### src/rtl/sram_port_arbiter.sv
// Two-port round-robin arbiter in front of a single-ported data SRAM.
// Each granted access runs IDLE -> ACCESS -> CAPTURE -> DONE.
module sram_port_arbiter #(
    parameter int AW          = 8,
    parameter int DW          = 8,
    parameter int WAIT_STATES = 0
) (
    input  logic          clk,
    input  logic          Reset,
    input  logic          Req0,
    input  logic          We0,
    input  logic [AW-1:0] Addr0,
    input  logic [DW-1:0] Wdata0,
    output logic          Ack0,
    output logic [DW-1:0] Rdata0,
    input  logic          Req1,
    input  logic          We1,
    input  logic [AW-1:0] Addr1,
    input  logic [DW-1:0] Wdata1,
    output logic          Ack1,
    output logic [DW-1:0] Rdata1,
    output logic [AW-1:0] SRAMAddress,
    output logic          SRAMRead,
    output logic          SRAMWrite,
    output logic [DW-1:0] SRAM_Datain,
    input  logic [DW-1:0] SRAM_Dataout,
    output logic          Busy,
    output logic          Owner
);

    typedef enum logic [1:0] {
        IDLE,
        ACCESS,
        CAPTURE,
        DONE
    } state_t;

    localparam logic [3:0] WS = 4'(WAIT_STATES);

    state_t        state;
    state_t        next_state;
    logic          grant;
    logic          grant_port;
    logic          owner;
    logic          we_q;
    logic [AW-1:0] addr_q;
    logic [DW-1:0] wdata_q;
    logic [DW-1:0] rdata0_q;
    logic [DW-1:0] rdata1_q;
    logic [3:0]    cnt;

    // Under contention the port that did not win last time gets the grant
    always_comb begin
        grant      = Req0 | Req1;
        grant_port = (Req0 & Req1) ? ~owner : Req1;
    end

    always_ff @(posedge clk or negedge Reset) begin
        if (!Reset) state <= IDLE;
        else        state <= next_state;
    end

    always_comb begin
        next_state = state;
        unique case (state)
            IDLE:    if (grant) next_state = ACCESS;
            ACCESS:  if (cnt == 4'd0) next_state = CAPTURE;
            CAPTURE: next_state = DONE;
            DONE:    next_state = IDLE;
            default: next_state = IDLE;
        endcase
    end

    always_comb begin
        Busy      = (state != IDLE);
        SRAMRead  = (state == ACCESS) & ~we_q;
        SRAMWrite = (state == ACCESS) & we_q;
        Ack0      = (state == DONE) & ~owner;
        Ack1      = (state == DONE) & owner;
    end

    always_ff @(posedge clk or negedge Reset) begin
        if (!Reset) begin
            owner    <= 1'b1;
            we_q     <= 1'b0;
            addr_q   <= '0;
            wdata_q  <= '0;
            rdata0_q <= '0;
            rdata1_q <= '0;
            cnt      <= 4'd0;
        end else begin
            if (state == IDLE && grant) begin
                owner   <= grant_port;
                we_q    <= grant_port ? We1 : We0;
                addr_q  <= grant_port ? Addr1 : Addr0;
                wdata_q <= grant_port ? Wdata1 : Wdata0;
                cnt     <= WS;
            end
            if (state == ACCESS && cnt != 4'd0)
                cnt <= cnt - 4'd1;
            if (state == CAPTURE && !we_q) begin
                if (owner) rdata1_q <= SRAM_Dataout;
                else       rdata0_q <= SRAM_Dataout;
            end
        end
    end

    assign Owner       = owner;
    assign SRAMAddress = addr_q;
    assign SRAM_Datain = wdata_q;
    assign Rdata0      = rdata0_q;
    assign Rdata1      = rdata1_q;

endmodule

### config.mk
export PLATFORM = sky130hd
export DESIGN_NAME = sram_port_arbiter
export DESIGN_NICKNAME = d
export VERILOG_FILES = /design/src/rtl/sram_port_arbiter.sv
export SDC_FILE = /design/constraint.sdc
export NUM_CORES = 1
export LEC_CHECK = 0
export CORE_AREA = 2 2 83 85
export CTS_CLUSTER_DIAMETER = 200
export DETAILED_ROUTE_END_ITERATION = 6
export DIE_AREA = 0 0 85 87
export GPL_ROUTABILITY_DRIVEN = 0
export GPL_TIMING_DRIVEN = 0
export PLACE_DENSITY_LB_ADDON = 0.3
export SLEW_MARGIN = 20
export SYNTH_ARGS = -nofsm -noshare
export SYNTH_HDL_FRONTEND = slang
export SYNTH_SLANG_ARGS = --single-unit
### constraint.sdc
create_clock -name clk -period 2.1 [get_ports clk]
set_clock_uncertainty 0.1 [all_clocks]
set_input_delay 0.42 -clock clk [delete_from_list [all_inputs] [get_ports clk]]
set_output_delay 0.42 -clock clk [all_outputs]
set_load 0.02 [all_outputs]
==> metrics.txt <==
Critical Path RT 1.58 ns; # rows 30; final period utilization 96.40%; vias in the first global route 1411; asr flop ratio synth 100.0%; Worst setup SP type flip-flop; Worst R2R Path Depth 7; die span in x 85 um; hpwl dp 3267 um; Starting Density 28.69%; RR Startpoint state[0]$_DFFE_PN0P_; maxcap violations 0; final core utilization 45.89%; drt via density 4.471; Die Y 87 um; largest net degree at the start of global routing 24; Clock H-tree levels 2; design area 3014 um^2; min-delay worst type flip-flop to flip-flop; Cells after Synth 156; PwrDens 1445 nW/um^2; PortBufs 83; Net count, final 299; TritonCTS clock tree done; Via Count 1471; final cell count without fillers 329; Antenna diodes 0; die footprint 7395 um^2; Clock Pin Slew Worst Setup and Hold Paths 0.08 ns; post-synth top area share 51.79%; Hold Path Stages 2; Slew Limit Headroom 67.70%; Clock Latency Late Sink 0.29 ns; Total GRT Usage 11.69%; CTS Buffer Depth 2; CP endpoint kind output port; status finished clean; WL/cell 12.81 um; Synth top cells by count dfrtp_1 (39), nand2_1 (21), mux2i_1 (18), mux2_2 (16), o21ai_1 (9); placed insts 320; Post-synth EDFFs 0; sequential share of the synthesized area 53.19%; Lkg Pwr 1.321 nW; minimum clock period 2.024 ns; layout cells sized above 1 16.87%; critical path peak fanout 4; Fin. Hold Viols 0; P&R area growth vs syn 59.96%; Hold Crit Start SRAMAddress[2]$_DFFE_PN0P_; commonest register cell after synthesis dfrtp_1; RSZ-0062 raised after global routing no; R2R Path End SRAMAddress[5]$_DFFE_PN0P_; Netlist cell types 33; Post-Syn Area 1884 um^2; Seq cells post-synth 40; grt total ovfl 0; Hold Path Sink SRAMAddress[2]$_DFFE_PN0P_; endpoints failing setup 0; initial antenna violation count 0; syn_nets 207; Residual DRC 0; Critical Path AT 1.50 ns; CTS buffer count 5; root buffer cell clkbuf_8; Syn Area/Cell 12.08 um^2; Slew @ Worst Pin 0.4845 ns; count leader, synth dfrtp_1; I/O pin cnt 84; core box area 6569 um^2; first-pass GRT wire length 6844 um; Starting DRT DRC Count 17; dominant cells by area after synthesis dfrtp_1 (52%), mux2i_1 (9.6%), mux2_2 (9.6%); yosys warns 0; Setup CP Type flip-flop to output port; drt pass-1 iters 4; post-synth top area cell dfrtp_1; Pins Over Slew Limit 0; worst vdd rail ir drop 768.7 uV; max frequency 0.4940 GHz; Final ANT Viol Nets 0; placed cell area 2838 um^2; routed wire length 4215 um; Clock Sinks 40; R2R setup slack 0.27 ns
==> power breakdown <==
part           switching [W]  internal [W]  leakage [nW]
combinational        0.00107       0.00110         0.756
sequential          0.000193       0.00113         0.486
clock               0.000272      0.000594        0.0784
==> final cells by class <==
| cell class | instances | area (um^2) |
|---|---|---|
| Clock inverter | 3 | 90.09 |
| Inverter | 5 | 18.77 |
| Sequential cell | 40 | 1002 |
| Multi-Input combinational cell | 103 | 817.0 |
| Fill cell | 621 | 3555 |
| Clock buffer | 5 | 68.82 |
| Buffer | 7 | 55.05 |
| Tap cell | 80 | 100.1 |
| Timing Repair Buffer | 86 | 862.1 |
==> cell usage in the layout, fill, tap and decap left out, drive strengths merged <==
cell type      instances
a21boi                 1
nor2b                  2
o31a                   1
clkdlybuf4s15          1
a31oi                  1
dfstp                  1
inv                    5
nand2b                 1
mux2i                 18
nor3b                  1
clkbuf                 7
dlygate4sd2            3
o211ai                 2
dfrtp                 39
nand2                 21
a22oi                  1
a21oi                  1
nor2                   2
o21ai                 19
buf                    9
o21a                   1
bufinv                 3
and2                   2
o21bai                 1
a2bb2oi                1
dlygate4sd3            1
clkdlybuf4s50         77
mux2                  17
or3b                   1
nor4                   1
ha                     5
a211oi                 1
nand3b                 2
==> what timing repair did <==
| action | in CTS | in global routing |
|---|---|---|
| hold buffers | 1 | 0 |
| resized for setup | 7 | 3 |
| endpoints found under the hold margin | 16 | 0 |
| setup buffers | 0 | 1 |
| endpoints found under the setup margin | 5 | 2 |
| cloned | 0 | 0 |
==> kinds of logic (layout without fill, tap and decap cells) <==
| family | after synthesis | count (layout) | share of synthesized area, % |
|---|---|---|---|
| and+or+nand+nor | 33 | 33 | 8.965 |
| AOI/OAI and AO/OA | 30 | 30 | 10.69 |
| DFF | 40 | 40 | 53.19 |
| buffers and inverters | 13 | 106 | 4.117 |
| muxes | 35 | 35 | 19.72 |
| adders and majority gates | 5 | 5 | 3.320 |
==> layer usage <==
metal  part of all wire [%]  GRT usage [%]  up-vias
li1                       -              -      725
met1                     43          14.36      695
met2                     49          19.74       45
met3                    6.4          3.412        6
met4                    1.2          3.896        0
met5                      0              0        -
==> through the flow <==
step	TNS [ns]	power, W	setup WS (ns)	hold slack (ns)
floorplan	0	0.002525	0.3448	0.02441
finish	0	0.004354	0.07555	0.3832
detailed placement	-0.9914	0.003543	-0.1463	0.3021
global placement	-22.65	0.003501	-0.5675	0.3621
CTS	0	0.004423	0.0006922	0.3893
global route	0	0.004654	0.006629	0.4084
==> flip-flops by register name, indices dropped and copies added (netlist names) <==
signal	flops
Owner	1
Rdata0	8
Rdata1	8
SRAMAddress	8
SRAM_Datain	8
cnt	4
state	2
we_q	1
==> how the worst max path moves through the flow <==
stage | startpoint | endpoint | depth (start not counted)
3_3_place_gp | Reset | SRAMAddress[3]$_DFFE_PN0P_ | 1
4_1_cts | state[0]$_DFFE_PN0P_ | Busy | 5
5_1_grt | state[0]$_DFFE_PN0P_ | Ack1 | 4
3_5_place_dp | state[1]$_DFFE_PN0P_ | SRAMRead | 5
2_1_floorplan | state[1]$_DFFE_PN0P_ | SRAMRead | 4
6_report | state[0]$_DFFE_PN0P_ | Ack1 | 4
==> critical path, cell delays in order (launching register included) <==
cell           delay [ns]
dfrtp_1              0.43
buf_4                0.15
ha_1                 0.19
and2_1               0.13
dlygate4sd2_1        0.31
Power figures use the tool's default switching activity.
